File: src/rtl/sim_adc_pkg.sv
// Shared constants and types for the simulated ADC128S022 responder.
// Frame geometry, address bit positions within the frame, status word layout
// and the channel value type all live here.
package sim_adc_pkg;

   localparam int NUM_CH        = 8;
   localparam int CH_BITS       = 3;
   localparam int DATA_WIDTH    = 12;
   localparam int FRAME_BITS    = 16;
   localparam int SYNC_STAGES   = 2;
   localparam int CNT_BITS      = 4;
   localparam int ADDR_MSB_RISE = 3;
   localparam int LEADING_ZEROS = 4;

   localparam int STAT_ERR_BIT  = 15;
   localparam int STAT_CH_LSB   = 12;
   localparam int STAT_CNT_MSB  = 11;

   typedef logic [DATA_WIDTH-1:0] chan_val_t;

   // A conversion result as it goes out on DOUT: leading zeros, then the value
   function automatic logic [FRAME_BITS-1:0] frame_word(input chan_val_t value);
      return {{LEADING_ZEROS{1'b0}}, value};
   endfunction

endpackage

File: src/rtl/sim_adc_sync_edge.sv
// Synchronizer for one asynchronous SPI pin followed by a one-flop edge
// detector. RESET_VAL sets the idle level the chain assumes during reset so
// that leaving reset never produces a false edge. STAGES must be at least 2.
module sim_adc_sync_edge #(
   parameter int   STAGES    = 2,
   parameter logic RESET_VAL = 1'b1
) (
   input  logic sysclk,
   input  logic sim_reset,
   input  logic pin,
   output logic level,
   output logic rise,
   output logic fall
);

   logic [STAGES-1:0] chain;
   logic              prev;

   // Shift the pin through the synchronizer and keep the previous synced level
   always_ff @(posedge sysclk or posedge sim_reset) begin
      if (sim_reset) begin
         chain <= {STAGES{RESET_VAL}};
         prev  <= RESET_VAL;
      end else begin
         chain <= {chain[STAGES-2:0], pin};
         prev  <= chain[STAGES-1];
      end
   end

   assign level = chain[STAGES-1];
   assign rise  = level & ~prev;
   assign fall  = ~level & prev;

endmodule

File: src/rtl/sim_adc_responder.sv
// SPI responder modelling the ADC128S022 8-channel 12-bit ADC.
// The address received in one frame selects the data returned in the next.
// Optional build macro: SIM_ADC_PROTOCOL_CHECK_EN enables the sticky protocol
// error flag reported in status_out[15]; without it that bit is tied to 0.
module sim_adc_responder
   import sim_adc_pkg::*;
(
   input  logic        sysclk,
   input  logic        sim_reset,
   input  logic        adc_cs_n,
   input  logic        adc_sclk,
   input  logic        adc_saddr,
   output logic        adc_sdat,
   input  logic [15:0] data_in,
   input  logic        value_load,
   input  logic        status_clear,
   output logic [15:0] status_out,
   output logic        frame_done
);

   logic cs_n_s, cs_rise, cs_fall;
   logic sclk_level, sclk_rise, sclk_fall;
   logic saddr_s, saddr_rise, saddr_fall;

   chan_val_t                 chan_val [NUM_CH];
   logic [FRAME_BITS-1:0]     shift_reg;
   logic [FRAME_BITS-1:0]     load_word;
   logic [CH_BITS-1:0]        addr_sr;
   logic [CNT_BITS-1:0]       rise_cnt;
   logic [CNT_BITS-1:0]       fall_cnt;
   logic [CH_BITS-1:0]        next_ch;
   logic [CH_BITS-1:0]        last_ch;
   logic [STAT_CNT_MSB:0]     frame_cnt;
   logic                      err_flag;
   logic                      in_frame;
   logic                      addr_window;
   logic                      frame_end;
   logic                      unused_bits;

   sim_adc_sync_edge #(.STAGES(SYNC_STAGES), .RESET_VAL(1'b1)) u_sync_cs (
      .sysclk(sysclk), .sim_reset(sim_reset), .pin(adc_cs_n),
      .level(cs_n_s), .rise(cs_rise), .fall(cs_fall)
   );

   sim_adc_sync_edge #(.STAGES(SYNC_STAGES), .RESET_VAL(1'b1)) u_sync_sclk (
      .sysclk(sysclk), .sim_reset(sim_reset), .pin(adc_sclk),
      .level(sclk_level), .rise(sclk_rise), .fall(sclk_fall)
   );

   sim_adc_sync_edge #(.STAGES(SYNC_STAGES), .RESET_VAL(1'b0)) u_sync_saddr (
      .sysclk(sysclk), .sim_reset(sim_reset), .pin(adc_saddr),
      .level(saddr_s), .rise(saddr_rise), .fall(saddr_fall)
   );

   assign unused_bits = ^{saddr_rise, saddr_fall, sclk_level, data_in[15]};

   assign in_frame    = ~cs_n_s & ~cs_fall;
   assign load_word   = frame_word(chan_val[next_ch]);
   assign addr_window = (rise_cnt >= CNT_BITS'(ADDR_MSB_RISE - 1)) &&
                        (rise_cnt <= CNT_BITS'(ADDR_MSB_RISE + 1));
   assign frame_end   = in_frame && sclk_rise && (rise_cnt == CNT_BITS'(FRAME_BITS - 1));
   assign adc_sdat    = shift_reg[FRAME_BITS-1] & ~cs_n_s;

   // Channel value RAM written by the simulator MCU
   always_ff @(posedge sysclk or posedge sim_reset) begin
      if (sim_reset) begin
         for (int i = 0; i < NUM_CH; i++) begin
            chan_val[i] <= '0;
         end
      end else if (value_load) begin
         chan_val[data_in[STAT_CH_LSB +: CH_BITS]] <= data_in[DATA_WIDTH-1:0];
      end
   end

   // SPI shifting: snapshot at cs fall and first SCLK fall, shift DOUT on falls, sample DIN on rises
   always_ff @(posedge sysclk or posedge sim_reset) begin
      if (sim_reset) begin
         shift_reg <= '0;
         addr_sr   <= '0;
         rise_cnt  <= '0;
         fall_cnt  <= '0;
      end else if (cs_fall) begin
         shift_reg <= load_word;
         rise_cnt  <= '0;
         fall_cnt  <= '0;
      end else if (cs_rise) begin
         rise_cnt  <= '0;
         fall_cnt  <= '0;
      end else if (in_frame) begin
         if (sclk_fall) begin
            shift_reg <= (fall_cnt == '0) ? load_word : {shift_reg[FRAME_BITS-2:0], 1'b0};
            fall_cnt  <= fall_cnt + 1'b1;
         end
         if (sclk_rise) begin
            if (addr_window) begin
               addr_sr <= {addr_sr[CH_BITS-2:0], saddr_s};
            end
            rise_cnt <= rise_cnt + 1'b1;
         end
      end
   end

   // Frame completion: latch the received address, count the frame, pulse frame_done
   always_ff @(posedge sysclk or posedge sim_reset) begin
      if (sim_reset) begin
         next_ch    <= '0;
         last_ch    <= '0;
         frame_cnt  <= '0;
         frame_done <= 1'b0;
      end else begin
         frame_done <= frame_end;
         if (frame_end) begin
            next_ch <= addr_sr;
            last_ch <= addr_sr;
         end
         if (status_clear) begin
            frame_cnt <= '0;
         end else if (frame_end) begin
            frame_cnt <= frame_cnt + 1'b1;
         end
      end
   end

`ifdef SIM_ADC_PROTOCOL_CHECK_EN
   logic [CNT_BITS-1:0] cnt_diff;
   logic                proto_err;

   assign cnt_diff  = fall_cnt - rise_cnt;
   assign proto_err = (cs_rise && (rise_cnt != '0)) ||
                      (in_frame && (cnt_diff > CNT_BITS'(1)) &&
                       (cnt_diff < CNT_BITS'(FRAME_BITS - 1)));

   // Sticky protocol error: aborted frames or SCLK edge counts drifting apart
   always_ff @(posedge sysclk or posedge sim_reset) begin
      if (sim_reset) begin
         err_flag <= 1'b0;
      end else if (status_clear) begin
         err_flag <= 1'b0;
      end else if (proto_err) begin
         err_flag <= 1'b1;
      end
   end
`else
   assign err_flag = 1'b0;
`endif

   // Assemble the status word from its fields
   always_comb begin
      status_out                          = '0;
      status_out[STAT_ERR_BIT]            = err_flag;
      status_out[STAT_CH_LSB +: CH_BITS]  = last_ch;
      status_out[STAT_CNT_MSB:0]          = frame_cnt;
   end

endmodule

File: config.mk
export PLATFORM = sky130hd
export DESIGN_NAME = sim_adc_responder
export DESIGN_NICKNAME = d
export VERILOG_FILES = /design/src/rtl/sim_adc_pkg.sv /design/src/rtl/sim_adc_sync_edge.sv /design/src/rtl/sim_adc_responder.sv
export SDC_FILE = /design/constraint.sdc
export NUM_CORES = 1
export LEC_CHECK = 0
export CAP_MARGIN = 10
export CORE_MARGIN = 2
export CORE_UTILIZATION = 53
export DETAILED_ROUTE_END_ITERATION = 16
export PLACE_DENSITY = 0.72
export SYNTH_ARGS = -nofsm -noshare
export SYNTH_HDL_FRONTEND = slang
export SYNTH_SLANG_ARGS = --single-unit
File: constraint.sdc
create_clock -name sysclk -period 4.5 [get_ports sysclk]
set_input_delay 0.9 -clock sysclk [delete_from_list [all_inputs] [get_ports sysclk]]
set_output_delay 0.9 -clock sysclk [all_outputs]
set_load 0.02 [all_outputs]
After elaboration in Yosys (flattened, before gate mapping) --
Cells that the tools add are included.
Word-level totals: register bits 147, output and inout port bits 18, logic and storage cells 80
Cells by class: $add $sub $neg 3, magnitude comparators 5, equality and inequality tests 2, multiplexer cells 21, bitwise logic cells 14, reductions and logical operators 15
Operators with widths (number):
- bitwise mux 96 bit | 1
- 2-to-1 mux 16 bit | 5
- 2-to-1 mux 12 bit | 5
- binary-select mux 12 bit (select 3 bit) | 1
- demux 12 bit (select 3 bit) | 1
- 2-to-1 mux 4 bit | 8
- adder 12 x 1 -> 12 bit (second input constant) | 1
- nonzero test 3 bit | 3
- adder 4 x 1 -> 4 bit (second input constant) | 2
- greater-or-equal comparator 4 bit (second input constant) | 2
- inverter 3 -> 4 bit | 2
- bitwise AND 1 bit | 6
- inverter 1 bit | 6
- nonzero test 2 bit | 3
- AND reduction 5 bit | 1
- equality test 4 bit (second input constant) | 1
- greater-or-equal comparator 4 x 2 -> 1 bit (second input constant) | 1
- less-or-equal comparator 4 x 3 -> 1 bit (second input constant) | 1
- logical AND 1 bit | 4
- zero test 4 bit | 1
- < comparator 4 x 1 -> 1 bit (second input constant) | 1
- AND reduction 2 bit | 2
- AND reduction 3 bit | 1
- inequality test 2 x 1 -> 1 bit (second input constant) | 1

Longest topological paths before layout --
Gate-level depths: netlist (run 1).
depth in word-level cells 9, mapped depth 8, depth with buffers taken out 6

Cells and area by module --
Synthesis (run 1) repeated with hierarchy kept, for this count alone.
Unflattened totals: cell total of the unflattened synthesis 451, area total of the unflattened synthesis 6532.5 µm²
Modules (own cells, without submodules):
- sim_adc_responder | instances 1, cells each 433, area each 6243.5 µm², sequential area each 3478.3 µm²
- sim_adc_sync_edge at u_sync_cs ... | instances 2, cells each 6, area each 97.6 µm², sequential area each 78.8 µm²
- sim_adc_sync_edge at u_sync_saddr | instances 1, cells each 6, area each 93.8 µm², sequential area each 75.1 µm²

Least setup slack after synthesis (run 1) --
No wires, ideal clock.
path type input port to flip-flop, from in data_in[12], to reg chan_val[36] (netlist name), data arrival time 1.962 ns, data required time 4.375 ns, setup slack 2.413 ns, cell stages on the path 4, path buffers 1, cells stage by stage nand2b_1 > nor3b_1 > buf_2 > mux2_2
Between the ends: word-level cells in the longest chain between the ends 6
RTL lines:
- start, declared | RTL line sim_adc_responder.sv:14 | input logic [15:0] data_in,
- inverter 3 -> 4 bit (not written as such) * | RTL line sim_adc_responder.sv:71 | chan_val[data_in[STAT_CH_LSB +: CH_BITS]] <= data_in[DATA_WIDTH-1:0];
- greater-or-equal comparator 4 bit (not written as such) / < comparator 4 x 1 -> 1 bit (equally long branches) | RTL line sim_adc_responder.sv:71
- logical AND 1 bit (not written as such) | RTL line sim_adc_responder.sv:71
- 2-to-1 mux 12 bit (not written as such) | RTL line sim_adc_responder.sv:71
- demux 12 bit (select 3 bit) * | RTL line sim_adc_responder.sv:71
- bitwise mux 96 bit * | RTL line sim_adc_responder.sv:71
- end signal, assigned by index | RTL line sim_adc_responder.sv:71
- end, declared | RTL line sim_adc_responder.sv:25 | chan_val_t chan_val [NUM_CH];
Every way passes the cells marked *; elsewhere a longest branch is shown, timed or not. A chain may end at the register's enable or synchronous reset.

Final worst setup path (run 1) --
from reg last_ch[1], to out status_out[13]
RTL lines:
- start, declared | RTL line sim_adc_responder.sv:32 | logic [CH_BITS-1:0] last_ch;
- start signal, assigned | RTL line sim_adc_responder.sv:114 | last_ch <= addr_sr;
- end, declared | RTL line sim_adc_responder.sv:17 | output logic [15:0] status_out,
No word-level cell between the ends.

==> results of run 1 <==
per-layer routing:
metal,global-route usage,up-vias,part of all wire
met3,0.0518,11,0.038
met1,0.270,2007,0.43
li1,-,1773,-
met5,0,-,0
met2,0.360,64,0.52
met4,0.0586,0,0.010
stage by stage:
stage	worst slack (ns)	cell area (sq um)	hold WS, ns	instances	util
after floorplan	1.76	6590	0.331	458	-
after global placement	1.44	7150	0.345	648	0.592
after detailed placement	1.44	7150	0.338	648	0.592
after CTS	1.42	7790	0.356	680	0.646
after global routing	1.36	7790	0.356	680	0.646
final	1.49	7790	0.354	680	0.646
worst max path at each step:
stage                      startpoint                        to  slack, ns
3_5_place_dp              data_in[14]  chan_val[21]$_DFFE_PP0P_       1.44
6_report       last_ch[1]$_DFFE_PP0P_            status_out[13]       1.49
5_1_grt        last_ch[2]$_DFFE_PP0P_            status_out[14]       1.36
4_1_cts        last_ch[2]$_DFFE_PP0P_            status_out[14]       1.42
3_3_place_gp              data_in[14]  chan_val[15]$_DFFE_PP0P_       1.44
2_1_floorplan               sim_reset    addr_sr[0]$_DFFE_PP0P_       1.76
layout make-up:
type	count	area, sq um	share of cell area
sequential	147	3690	0.473
multi-input combinational	279	2770	0.355
timing repair buffer	45	445	0.0571
clock buffer	18	439	0.0563
clock inverter	14	210	0.0270
tap	168	210	0.0270
inverter	9	37.5	0.00482
cells by family after synthesis:
logic type	count (synthesis)	synth area share
XOR/XNOR	8	0.0106
other	1	0.000569
flip-flops	147	0.560
buffers and inverters	32	0.0236
adder cells (fa/ha/maj)	9	0.0171
AND/OR/NAND/NOR	74	0.0655
AO/OA/AOI/OAI	47	0.0450
multiplexers	140	0.278
cells in the mapped netlist (2+ instances only):
| master | n |
|---|---|
| mux2i_1 | 12 |
| clkbuf_1 | 4 |
| nor2_1 | 14 |
| xnor2_1 | 7 |
| inv_1 | 9 |
| buf_1 | 2 |
| mux4_2 | 24 |
| o31ai_1 | 4 |
| mux2_2 | 104 |
| buf_4 | 3 |
| ha_1 | 9 |
| nand4b_1 | 4 |
| o21bai_1 | 2 |
| nand2_1 | 11 |
| nand3_1 | 6 |
| a22o_1 | 7 |
| dfstp_2 | 6 |
| or3_1 | 3 |
| nor3_1 | 5 |
| nand2b_1 | 3 |
| nor2b_1 | 3 |
| buf_2 | 13 |
| and2_1 | 2 |
| nand4_1 | 5 |
| or2_2 | 2 |
| o21ai_0 | 7 |
| a21oi_1 | 14 |
| nor3b_1 | 4 |
| dfrtp_1 | 141 |
| o22ai_1 | 11 |
power by group:
group | internal (mW) | total, mW | switching [mW]
logic | 0.309 | 0.510 | 0.201
clock network | 0.994 | 1.54 | 0.542
registers | 1.59 | 1.75 | 0.156
==> metrics, run 1 <==
area of the die 13,300 sq um; shortest period the worst path allows 3.01 ns; via count normalized by instance count 5.67; Hold Crit Start u_sync_cs.chain[0]$_DFF_PP1_; signal arrival time at the worst endpoint 2.11 ns; number of resized instances in the post-cts repair step 0; I/O pin count 41; hold buffer count at cts 0; launch point of the worst reg-to-reg path last_ch[2]$_DFFE_PP0P_; TritonCTS sink count 147; Filler cells 900; portion of the post-synthesis area used by sequential elements 0.560; count of final max-slew check failures 0; capturing point of the worst reg2reg path shift_reg[0]$_DFFE_PP0P_; worst-path cell with the longest stage delay dfrtp_1; number of global-route vias before repair 4,122; number of buffers created by CTS 17; number of failing hold endpoints at the final stage 0; biggest area consumer among synthesized cells dfrtp_1; Hold Path Depth 0; vertical die dimension 115 um; largest net degree at the start of global routing 148; max FFs per register 96; clock tree from TritonCTS yes; aggregate global routing overflow 0; Synth Warn # 0; remaining design rule violation count 0; Worst Hold Path EP u_sync_cs.chain[1]$_DFF_PP1_; antenna diode count 0; layout cells sized above 1 0.365; Hold WC Path Type reg -> reg; count of input and output buffers 38; kind of critical path reg -> out; relative max-transition margin 0.290; highest achievable clock rate 0.332 GHz; period utilization 0.669; Chip Width 115 um; cells along the critical path clkdlybuf4s50_1; via count 3,855; Worst-Margin Slew 1.06 ns; Rows 40; Final HPWL DP 7820 um; number of flops mapped to enable cells by yosys 0; leakage power 3.18 nW; total power draw 3.80 mW; first-pass GRT wire length 21,300 um; critical path endpoint category output pin; root buffer cell clkbuf_16; total routing resource utilization after global routing 0.211; share of async-settable or async-resettable flops after synthesis 1.00; clock insertion delay at the later pin of the skew report 0.42 ns; most used cells in the layout excluding fill and tap cells 141 x dfrtp_1, 104 x mux2_2, 38 x clkdlybuf4s50_1, 24 x mux4_2, 17 x clkbuf_16; total power divided by cell area 487 nW/um^2; Bufs and invs on worst path 1; Final setup violation count 0; most common cell after layout, fill and taps aside dfrtp_1; netlist area before placement 6590 sq um; startpoint kind of the worst setup timing path flip-flop; Clock Skews 0.00434 ns; number of nets in the layout 531; number of nets in the synthesized netlist 490; per-cell routed wire length 18.8 um; Worst path top cell family by delay flip-flops; highest fanout seen on the critical path 15; max-cap violations 0; number of buffers on the longest clock path 2; synthesized instance count 458; result of the run finished clean; clock-pin slew reported for the worst setup and hold paths after clock tree synthesis 0.06 ns; #FFs+latches synth 147; Starting Density 0.546; worst setup slack for register-to-register paths 2.04 ns; Crit. path cell count 1; global placer's final weighted congestion 0.756; synthesized area per cell 14.4 sq um; Worst path max stage delay 0.94 ns; critical path data required time 3.60 ns; portion of synthesized cell area occupied by the leading cell type 0.536; RSZ-0062 raised after global routing false; initial antenna violation count 0; wirelength, routed 12,800 um; router iterations before antenna repair 4; maximum vdd drop 0.363 mV; synthesis-to-layout area growth 18.3%; worst reg-to-reg path cell count 4; distinct cell type count after synthesis 47; Placeable Area 12,100 sq um; Setup TNS 0 ns; Max H-tree Level 4; setup repair bufs after CTS 0; largest cells by area after synthesis dfrtp_1 54%, mux2_2 18%, mux4_2 8.2%; Initial DRC Count 207; Main synth FF type dfrtp_1; Post-DRT Antenna Nets 0
Note: power is estimated with default switching activity, not from simulation.
==> inputs of run 2 (changes only) <==
==> constraint.sdc (replaced) <==
create_clock -name sysclk -period 2.65 [get_ports sysclk]
set_input_delay 0.53 -clock sysclk [delete_from_list [all_inputs] [get_ports sysclk]]
set_output_delay 0.53 -clock sysclk [all_outputs]
set_load 0.02 [all_outputs]
==> run 2 against run 1 <==
Flip-flop and latch count did not move; non-clock buffer count rose by 10; sequential share of layout area fell by 0.35 points; critical endpoint is now shift_reg[1]$_DFFE_PP0P_.
==> metrics, run 2 (same netlist as run 1, synthesis figures left out) <==
maximum vdd drop 0.580 mV (+60%); global placer's final weighted congestion 0.790 (+4.5%); router iterations before antenna repair 4 (unchanged); cells along the critical path inv_1 -> ha_1 -> or2_0 -> or3_4 -> o22ai_1 -> a21oi_1; Filler cells 881 (-2.1%); remaining design rule violation count 0 (unchanged); total power divided by cell area 795 nW/um^2 (+63%); Critical Path End shift_reg[1]$_DFFE_PP0P_; worst setup slack for register-to-register paths 0.39 ns (-1.65 ns); Initial DRC Count 285 (+38%); Placeable Area 12,100 sq um (unchanged); hold buffer count at cts 0 (unchanged); setup repair bufs after CTS 0 (unchanged); worst-path cell with the longest stage delay dfstp_2; Post-Route Utilization 0.651 (+0.00487); count of input and output buffers 38 (unchanged); Max H-tree Level 4 (unchanged); Hold Slack 0.362 ns (+0.00721 ns); via count normalized by instance count 5.70 (+0.49%); highest fanout seen on the critical path 11 (-4); most used cells in the layout excluding fill and tap cells 141 x dfrtp_1, 104 x mux2_2, 38 x clkdlybuf4s50_1, 24 x mux4_2, 17 x clkbuf_16; Final setup violation count 0 (unchanged); multi-input logic area 2770 sq um (unchanged); beginning of the critical path u_sync_cs.chain[1]$_DFF_PP1_; Clock Skews 0.00843 ns (+0.00409 ns); signal arrival time at the worst endpoint 2.55 ns (+0.44 ns); number of failing hold endpoints at the final stage 0 (unchanged); most common cell after layout, fill and taps aside dfrtp_1; Rows 40 (unchanged); launch point of the worst reg-to-reg path u_sync_cs.chain[1]$_DFF_PP1_; root buffer cell clkbuf_16; RSZ-0062 raised after global routing false; number of resized instances in the post-cts repair step 0 (unchanged); number of buffers on the longest clock path 2 (unchanged); area of the die 13,300 sq um (unchanged); max FFs per register 96 (unchanged); initial antenna violation count 0 (unchanged); vertical die dimension 115 um (unchanged); antenna diode count 0 (unchanged); Setup TNS 0 ns (unchanged); wirelength, routed 13,000 um (+1.8%); layout cells sized above 1 0.362 (-0.00317); Post-DRT Antenna Nets 0 (unchanged); Worst path max stage delay 0.58 ns (-0.36 ns); shortest period the worst path allows 2.26 ns; per-cell routed wire length 18.8 um (+0.30%); total power draw 6.24 mW (+64%); Starting Density 0.546 (unchanged); worst reg-to-reg path cell count 6 (+2); aggregate global routing overflow 0 (unchanged); Final HPWL DP 8230 um (+5.2%); synthesis-to-layout area growth 19.2%; clock-pin slew reported for the worst setup and hold paths after clock tree synthesis 0.06 ns (about the same); result of the run finished clean; final instance area 7850 sq um (+0.75%); number of nets in the layout 541 (+1.9%); count of final max-slew check failures 0 (unchanged); clock tree from TritonCTS yes; startpoint kind of the worst setup timing path flip-flop; clock insertion delay at the later pin of the skew report 0.43 ns (about the same); number of buffers created by CTS 17 (unchanged); kind of critical path reg -> reg; via count 3,931 (+2.0%); period utilization 0.854; combined flip-flop and latch cell area 3690 sq um (unchanged); Hold WC Path Type reg -> reg; number of global-route vias before repair 4,226 (+2.5%); Worst-Margin Slew 0.552 ns (-0.508 ns); Placement Cell Area 7270 sq um (+1.8%); largest net degree at the start of global routing 34 (-77%); max-cap violations 0 (unchanged); critical path data required time 2.93 ns (-0.67 ns); leakage power 3.22 nW (+1.5%); highest achievable clock rate 0.442 GHz; total routing resource utilization after global routing 0.218 (+0.00760); TritonCTS sink count 147 (unchanged); critical path endpoint category flip-flop; relative max-transition margin 0.626 (+0.337); first-pass GRT wire length 21,700 um (+2.2%); I/O pin count 41 (unchanged); Chip Width 115 um (unchanged); capturing point of the worst reg2reg path shift_reg[1]$_DFFE_PP0P_
-- run 2: cell types whose count changed in the layout (fill, tap and decap cells not counted), sizes merged --
cell      before  now
clkbuf        18   27
clkinv         3    2
bufinv         5    3
buf            7   17
clkinvlp       7    1
-- run 2: power by group --
group | total [mW] | internal, mW | switching [mW]
logic | 0.886 | 0.537 | 0.349
registers | 2.97 | 2.71 | 0.261
clock network | 2.39 | 1.53 | 0.859
-- run 2: layout make-up --
class,instances,share of cell area
multi-input cells,279,0.352
inverters,9,0.00478
clock buffers,27,0.0615
flip-flops and latches,147,0.469
repair buffers,55,0.0726
clock inverters,5,0.0127
well taps,168,0.0268
-- run 2: metal layers --
layer	track usage	share of wire
met4	0.0859	0.015
met5	0	0
met2	0.372	0.52
met1	0.271	0.44
met3	0.0513	0.031
-- run 2: worst min-delay path by stage --
stage,from,to,slack [ns],cells past startpoint
floorplan,u_sync_saddr.chain[0]$_DFF_PP0_,u_sync_saddr.chain[1]$_DFF_PP0_,0.33,0
global placement,u_sync_saddr.chain[0]$_DFF_PP0_,u_sync_saddr.chain[1]$_DFF_PP0_,0.35,0
detailed placement,u_sync_saddr.chain[0]$_DFF_PP0_,u_sync_saddr.chain[1]$_DFF_PP0_,0.34,0
CTS,u_sync_saddr.chain[0]$_DFF_PP0_,u_sync_saddr.chain[1]$_DFF_PP0_,0.36,0
global route,u_sync_saddr.chain[0]$_DFF_PP0_,u_sync_saddr.chain[1]$_DFF_PP0_,0.37,0
finish,u_sync_cs.chain[0]$_DFF_PP1_,u_sync_cs.chain[1]$_DFF_PP1_,0.36,0
-- run 2: worst max-delay path: cells and delay by family, from the launching register on --
kind,cells,cell delay (ns)
buffers and inverters,1,0.09
adder cells (fa/ha/maj),1,0.25
flip-flops,1,0.58
AND/OR/NAND/NOR,2,0.96
AO/OA/AOI/OAI,2,0.24
-- run 2: metrics by stage --
stage               setup slack (ns)  cells
detailed placement             0.367    658
global placement               0.443    658
floorplan                      0.278    458
global route                   0.244    690
CTS                            0.368    690
finish                         0.386    690
==> inputs of run 3 (changes only) <==
--- a/config.mk
+++ b/config.mk
@@ -7,7 +7,7 @@
 export LEC_CHECK = 0
 export CAP_MARGIN = 10
 export CORE_MARGIN = 2
-export CORE_UTILIZATION = 53
+export CORE_UTILIZATION = 55
 export DETAILED_ROUTE_END_ITERATION = 16
 export PLACE_DENSITY = 0.72
 export SYNTH_ARGS = -nofsm -noshare
==> constraint.sdc (replaced) <==
create_clock -name sysclk -period 2.5 [get_ports sysclk]
set_input_delay 0.5 -clock sysclk [delete_from_list [all_inputs] [get_ports sysclk]]
set_output_delay 0.5 -clock sysclk [all_outputs]
set_load 0.02 [all_outputs]
==> run 3 against run 2 <==
Clock skew is 0.0022 ns lower; flip-flop and latch count unchanged; setup slack lost 0.11 ns; global-route usage increased by 0.90 points; critical endpoint is now status_out[13].
==> metrics, run 3 (same netlist as run 1, synthesis figures left out) <==
layout cells sized above 1 0.377 (+0.0151); Max H-tree Level 4 (unchanged); via count 3,944 (+0.33%); first-pass GRT wire length 22,200 um (+2.0%); critical path data required time 2.00 ns (-0.93 ns); period utilization 0.892; most used cells in the layout excluding fill and tap cells 141 x dfrtp_1, 104 x mux2_2, 38 x clkdlybuf4s50_1, 24 x mux4_2, 17 x clkbuf_16; max-cap violations 0 (unchanged); Setup TNS 0 ns (unchanged); synthesis-to-layout area growth 19.0%; Worst Hold Path EP u_sync_cs.chain[1]$_DFF_PP1_; Hold WC Path Type reg -> reg; antenna diode count 0 (unchanged); capturing point of the worst reg2reg path shift_reg[8]$_DFFE_PP0P_; maximum vdd drop 0.540 mV (-6.9%); vertical die dimension 113 um (-1.8%); number of buffers created by CTS 17 (unchanged); TritonCTS sink count 147 (unchanged); aggregate global routing overflow 0 (unchanged); area of the die 12,900 sq um (-3.5%); initial antenna violation count 0 (unchanged); highest achievable clock rate 0.449 GHz; Worst path top cell family by delay buffers and inverters; critical path endpoint category output pin; max FFs per register 96 (unchanged); global placer's final weighted congestion 0.750 (-5.0%); startpoint kind of the worst setup timing path flip-flop; Rows 39 (-2.5%); root buffer cell clkbuf_16; worst reg-to-reg path cell count 6 (unchanged); total routing resource utilization after global routing 0.227 (+0.00896); number of buffers on the longest clock path 2 (unchanged); Post-DRT Antenna Nets 0 (unchanged); clock insertion delay at the later pin of the skew report 0.41 ns (-0.02 ns); launch point of the worst reg-to-reg path u_sync_cs.chain[1]$_DFF_PP1_; wirelength, routed 13,200 um (+1.5%); number of global-route vias before repair 4,254 (+0.66%); Final setup violation count 0 (unchanged); RSZ-0062 raised after global routing false; router iterations before antenna repair 4 (unchanged); remaining design rule violation count 0 (unchanged); cells along the critical path clkdlybuf4s50_1; number of resized instances in the post-cts repair step 0 (unchanged); Worst-Margin Slew 0.599 ns (+0.0474 ns); Initial DRC Count 252 (-12%); shortest period the worst path allows 2.23 ns; total power divided by cell area 825 nW/um^2 (+3.7%); via count normalized by instance count 5.90 (+3.6%); count of input and output buffers 38 (unchanged); Worst path max stage delay 0.70 ns (+0.12 ns); Hold Crit Start u_sync_cs.chain[0]$_DFF_PP1_; setup repair bufs after CTS 0 (unchanged); highest fanout seen on the critical path 7 (-4); result of the run finished clean; Hold Path Depth 0 (unchanged); worst setup slack for register-to-register paths 0.32 ns (-0.07 ns); most common cell after layout, fill and taps aside dfrtp_1; Placement Cell Area 7280 sq um (+0.15%); Starting Density 0.570 (+0.0235); per-cell routed wire length 19.7 um (+4.8%); worst-path cell with the longest stage delay clkdlybuf4s50_1; clock-pin slew reported for the worst setup and hold paths after clock tree synthesis 0.06 ns (about the same); hold buffer count at cts 0 (unchanged); relative max-transition margin 0.600 (-0.0267); Chip Width 113 um (-1.8%); Placeable Area 11,600 sq um (-4.1%); count of final max-slew check failures 0 (unchanged); Clock Skews 0.00621 ns (-0.00222 ns); Final HPWL DP 8660 um (+5.2%); signal arrival time at the worst endpoint 1.73 ns (-0.82 ns); number of failing hold endpoints at the final stage 0 (unchanged); number of nets in the layout 545 (+0.74%); leakage power 3.23 nW (+0.28%); kind of critical path reg -> out; largest net degree at the start of global routing 38 (+12%); Bufs and invs on worst path 1 (unchanged); final instance area 7840 sq um (-0.21%); clock tree from TritonCTS yes; I/O pin count 41 (unchanged)
==> run 3: cell type report <==
class / instances / area (sq um)
clock buffer: 22 / 474
clock inverter: 9 / 81.3
fill: 839 / 3730
inverter: 9 / 37.5
multi-input combinational: 279 / 2770
sequential: 147 / 3690
tap: 143 / 179
timing repair buffer: 59 / 613
==> run 3: worst max path at each step <==
stage | from | endpoint | slack [ns] | cells after the start
after global routing | u_sync_cs.chain[1]$_DFF_PP1_ | addr_sr[0]$_DFFE_PP0P_ | 0.14 | 6
after global placement | data_in[12] | chan_val[63]$_DFFE_PP0P_ | 0.36 | 5
final | last_ch[1]$_DFFE_PP0P_ | status_out[13] | 0.27 | 1
after CTS | last_ch[1]$_DFFE_PP0P_ | status_out[13] | 0.25 | 1
after detailed placement | data_in[12] | chan_val[61]$_DFFE_PP0P_ | 0.30 | 5
after floorplan | sim_reset | addr_sr[0]$_DFFE_PP0P_ | 0.16 | 1
==> run 3: metal layers <==
metal	track usage	wire length, um	vias to the layer above
li1	-	-	1792
met1	0.300	5740	2066
met2	0.380	6800	71
met3	0.0547	458	15
met4	0.0667	184	0
met5	0	0	-
==> run 3: power by group <==
group	internal, mW	switching, mW	total, mW
sequential	2.87	0.282	3.15
combinational	0.572	0.370	0.942
clock	1.43	0.932	2.37
==> run 3: metrics by stage <==
stage               instances  utilization  setup slack [ns]  hold slack, ns  total power, mW
CTS                       668        0.678             0.254           0.350             6.52
finish                    668        0.678             0.271           0.347             6.46
detailed placement        637        0.630             0.297           0.340             4.14
floorplan                 458            -             0.158           0.331             3.84
global placement          637        0.630             0.357           0.341             4.05
global route              668        0.678             0.143           0.351             6.79
==> RTL edit 1 (config.mk and constraints of run 3) <==
Put a register stage on the output `status_out`, without a reset. The value now appears one clock later. The other outputs are not delayed to match.
--- a/src/rtl/sim_adc_responder.sv
+++ b/src/rtl/sim_adc_responder.sv
@@ -17,6 +17,8 @@
    output logic [15:0] status_out,
    output logic        frame_done
 );
+
+   logic [15:0] status_d;
 
    logic cs_n_s, cs_rise, cs_fall;
    logic sclk_level, sclk_rise, sclk_fall;
@@ -146,10 +148,14 @@
 
    // Assemble the status word from its fields
    always_comb begin
-      status_out                          = '0;
-      status_out[STAT_ERR_BIT]            = err_flag;
-      status_out[STAT_CH_LSB +: CH_BITS]  = last_ch;
-      status_out[STAT_CNT_MSB:0]          = frame_cnt;
+      status_d                            = '0;
+      status_d[STAT_ERR_BIT]            = err_flag;
+      status_d[STAT_CH_LSB +: CH_BITS]  = last_ch;
+      status_d[STAT_CNT_MSB:0]          = frame_cnt;
+   end
+
+   always_ff @(posedge sysclk) begin
+      status_out <= status_d;
    end
 
 endmodule
Behaviour: no difference found for any inputs over 10 cycles, from zero or initial values and one cycle with sim_reset high; that may be too few to reach the edited logic, so the function may still have changed.
==> RTL edit 1 against run 3 <==
- via count rose by 1.1%
- die area rose by 4.4%
- total power rose by 9.9%
- design area rose by 4.2%
- first-iteration DRC count rose by 12%
- global-route usage fell by 1.3 points
- worst setup slack improved by 79 ps
- synthesized cell count rose by 4.4%
- sequential cell count rose by 15
- area after synthesis rose by 4.6%
- final cell count rose by 6.6%
- clock skew rose by 5.7 ps
- count of clock-buffer cells in the layout rose by 1
- wire length fell by 2.6%
- largest power group unchanged
==> RTL edit 1: results (changes against run 3) <==
Synthesis
  • Avg Cell Area, Syn: 14.4 µm² (about the same)
  • Netlist cell types: 43 (was 47)
  • Ys async rst share: 0.907 (was 1.00)
  • Synthesized Nets: 510 (was 490)

Critical path
  • Critical path's top delay family: simple AND/OR/NAND/NOR gates (was buffers and inverters)
  • CP max stage cell: dfstp_2 (was clkdlybuf4s50_1)

Global route
  • First-pass GRT wire length: 21300 µm (was 22200 µm)
  • All-Layer GR Usage: 0.214 (was 0.227)
  • Largest net degree at the start of global routing: 68 (was 38)
  • Vias in the first global route: 4141 (was 4254)

Drt
  • DRT iter0 DRCs: 281 (was 252)
  • Via density: 5.60 (was 5.90)

Placement
  • Placed insts: 680 (was 637)
  • Placed wire-length estimate: 8210 µm (was 8660 µm)

Power and ir drop
  • VDD IR max: 0.000567 V (was 0.000540 V)

Final layout
  • Clock buffer cells: 23 (was 22)
  • Multi-input gate count: 283 (was 279)
  • Share of cells above drive strength 1: 0.360 (was 0.377)
  • Fraction of area in registers: 0.488 (was 0.470)
  • Multi-input logic area: 2760 µm² (was 2770 µm²)
  • Nets: 563 (was 545)
  • Flip-flop and latch count: 162 (was 147)

STA
  • Skew final: 11.9 ps (was 6.21 ps)
  • Tightest Pin Transition: 515 ps (was 599 ps)

Status
  • Outcome: complete, no violations (unchanged)
## RTL edit 1: kinds of logic (layout without fill, tap and decap cells)
kind of cell             count (synthesis)  in the layout  share of synthesized area
AO/OA/AOI/OAI                           51             51                     0.0467
XOR/XNOR                                 8              8                     0.0102
adder cells (fa/ha/maj)                  9              9                     0.0163
buffers and inverters                   33             99                     0.0245
flip-flops                             162            162                      0.579
multiplexers                           138            138                      0.263
other                                    1              1                   0.000544
AND/OR/NAND/NOR                         76             76                     0.0605
## RTL edit 1: routing by layer
layer  global-route usage  routed length (µm)  up-vias
met5                    0                   0        -
met4               0.0690                 204        0
met3               0.0565                 372       14
met2                0.365                6590       60
met1                0.268                5680     2052
li1                     -                   -     1861
## RTL edit 1: stage by stage
stage	setup WS [ps]	cell area [µm²]	hold slack [ps]	util
after global placement	371	7520	346	0.621
after CTS	350	8160	350	0.674
after detailed placement	302	7520	344	0.621
after floorplan	158	6890	331	-
after global routing	269	8160	354	0.674
final	350	8160	348	0.674
## RTL edit 1: worst paths after layout
check / start / endpoint / slack, ps / depth (start not counted)
min reg2reg: u_sync_saddr.chain[0] / u_sync_saddr.chain[1] / 350 / 0
max reg2reg: u_sync_cs.chain[1] / shift_reg[9] / 350 / 6
min: u_sync_saddr.chain[0] / u_sync_saddr.chain[1] / 350 / 0
max in group asynchronous: sim_reset / u_sync_cs.chain[0] / 1330 / 3
max: u_sync_cs.chain[1] / shift_reg[9] / 350 / 6
min in group asynchronous: sim_reset / addr_sr[1] / 470 / 2
## RTL edit 1: report_power, final
part	switching [W]	internal, W	total [W]
combinational	0.000371	0.000568	0.000939
clock	0.000993	0.00178	0.00277
sequential	0.000283	0.00311	0.00339
total	0.00165	0.00545	0.00710
==> RTL edit 2 (config.mk and constraints of run 3) <==
Without the edit above. `RESET_VAL`: 1'b0 -> 1'b1.
--- a/src/rtl/sim_adc_responder.sv
+++ b/src/rtl/sim_adc_responder.sv
@@ -47,7 +47,7 @@
       .level(sclk_level), .rise(sclk_rise), .fall(sclk_fall)
    );
 
-   sim_adc_sync_edge #(.STAGES(SYNC_STAGES), .RESET_VAL(1'b0)) u_sync_saddr (
+   sim_adc_sync_edge #(.STAGES(SYNC_STAGES), .RESET_VAL(1'b1)) u_sync_saddr (
       .sysclk(sysclk), .sim_reset(sim_reset), .pin(adc_saddr),
       .level(saddr_s), .rise(saddr_rise), .fall(saddr_fall)
    );
Formal check against the unedited RTL: no difference found for any inputs over 10 cycles, from zero or initial values and one cycle with sim_reset high; that may be too few to reach the edited logic, so the function may still have changed.
==> RTL edit 2 against run 3 <==
- design area shrank 0.11%
- area after synthesis is essentially flat
- total power grew 3.6%
- sequential cell count is the same
- largest cell class unchanged
- worst setup slack gained 20 ps
- critical endpoint is now addr_sr[0]
- wire length shrank 2.5%
- global-route usage shrank 0.76 points
- highest routed layer unchanged
- critical path depth grew 5
==> RTL edit 2: results (changes against run 3) <==
Worst hold path
  • WHS Endpoint: u_sync_cs.chain[1] (unchanged)
  • Min-delay src: u_sync_cs.chain[0] (unchanged)

Synthesis
  • Post-synth top cells: dfrtp_1 (139), mux2_2 (104), mux4_2 (24) (was dfrtp_1 (141), mux2_2 (104), mux4_2 (24))
  • Synth area leaders: dfrtp_1 (53%), mux2_2 (18%), mux4_2 (8.2%) (was dfrtp_1 (54%), mux2_2 (18%), mux4_2 (8.2%))
  • Post-Synth XOR/XNOR Area: 0.0106 (about the same)
  • Mux cell area share after synthesis: 0.278 (about the same)
  • Avg Cell Area, Syn: 14.4 µm² (about the same)
  • Syn. warnings: 0 (unchanged)
  • Post-synthesis adder-cell area fraction: 0.0171 (about the same)
  • Ys async rst share: 1.00 (unchanged)
  • Netlist cell types: 47 (unchanged)
  • Compound-gate portion of the synthesized area: 0.0450 (about the same)
  • Register area share after synthesis: 0.560 (about the same)

CTS
  • Clock-pin slew on the worst setup and hold paths: 60 ps (about the same)
  • Worst-Skew Late Latency: 420 ps
  • CTS H-tree depth: 4 (unchanged)
  • # resized after CTS: 0 (unchanged)
  • Total CTS buffers: 17 (unchanged)
  • Maximum buffer depth of the clock tree: 2 (unchanged)

Global route
  • Global routing met3 resource utilization: 0.0622 (was 0.0547)
  • Largest net degree at the start of global routing: 71 (was 38)
  • GRT met1 Usage: 0.273 (was 0.300)
  • First-pass GRT wire length: 21500 µm (was 22200 µm)
  • Vias in the first global route: 4103 (was 4254)
  • Met2 Resource Use GR: 0.376 (was 0.380)
  • All-Layer GR Usage: 0.220 (was 0.227)

Placement
  • Placed wire-length estimate: 8080 µm (was 8660 µm)
  • GP Congestion: 0.816 (was 0.750)
  • Placed insts: 633 (was 637)

Critical path
  • Worst r2r path cells: 6 (unchanged)
  • Reg-to-reg startpoint: u_sync_cs.chain[1] (unchanged)
  • Flop2flop setup slack: 290 ps (was 320 ps)
  • CP max FO: 7 (unchanged)
  • CP max stage cell: dfstp_2 (was clkdlybuf4s50_1)
  • Slowest stage delay, CP: 600 ps (was 700 ps)
  • Reg-to-Reg End: addr_sr[0] (was shift_reg[8])
  • Critical path's top delay family: simple AND/OR/NAND/NOR gates (was buffers and inverters)
  • Crit path DAT: 2510 ps (was 1730 ps)

Final layout
  • Share of cells above drive strength 1: 0.377 (about the same)
  • Non-Filler Instances: 665 (was 668)
  • Antenna Cells: 0 (unchanged)
  • # fillers: 799 (was 839)
  • Nets: 541 (was 545)
  • Max reg flops: 96 (unchanged)

STA
  • Slew HR: 0.625 (was 0.600)
  • Skew final: 7.96 ps (was 6.21 ps)

Drt
  • WL per Instance: 19.3 µm (was 19.7 µm)
  • Via count: 3932 (was 3944)
  • DRT iter0 DRCs: 314 (was 252)

Status
  • Outcome: complete, no violations (unchanged)

Power and ir drop
  • Leak: 3.22 nW (was 3.23 nW)
  • VDD IR max: 0.000584 V (was 0.000540 V)
==> RTL edit 2: cell count changes after synthesis <==
| cell | delta |
|---|---|
| dfstp_2 | +2 |
| dfrtp_1 | -2 |
==> RTL edit 2: worst max-delay path by stage <==
stage	endpoint	cells after the start	startpoint	slack [ps]
after global placement	addr_sr[2]	6	u_sync_cs.chain[1]	350
after CTS	addr_sr[0]	6	u_sync_cs.chain[1]	250
after detailed placement	addr_sr[1]	6	u_sync_cs.chain[1]	270
final	addr_sr[0]	6	u_sync_cs.chain[1]	290
after global routing	addr_sr[2]	6	u_sync_cs.chain[1]	140
after floorplan	addr_sr[0]	1	sim_reset	160
==> RTL edit 2: logic make-up (layout without fill, tap and decap cells) <==
family          Yosys count  count (layout)
buf+inv                  32              96
simple gates             74              74
mux                     140             140
xor+xnor                  8               8
compound gates           47              47
fa+ha+maj                 9               9
flops                   147             147
other cells               1               1
==> RTL edit 2: report_power, final <==
group	internal [W]	switching, W
Combinational	0.000566	0.000376
Clock	0.00163	0.000976
Sequential	0.00287	0.000280
Total	0.00507	0.00163
==> RTL edit 2: per-layer routing <==
layer,share of wire,vias to the layer above,routed length [µm]
met5,0,-,0
met3,0.031,17,392
met1,0.43,2060,5580
met4,0.016,0,208
met2,0.52,68,6670
li1,-,1787,-
==> RTL edit 2: area by class of cell <==
class / instances / area share
clock buffer: 21 / 0.0588
clock inverter: 11 / 0.0193
inverter: 9 / 0.00479
multi-input combinational: 279 / 0.353
sequential: 147 / 0.471
tap: 143 / 0.0229
timing repair buffer: 55 / 0.0697
==> RTL edit 2: metrics by stage <==
stage,cell area (µm²),setup WS [ps],hold WS (ps)
final,7830,291,356
after global placement,7220,346,347
after CTS,7830,251,357
after detailed placement,7220,269,348
after floorplan,6590,160,345
after global routing,7830,141,363
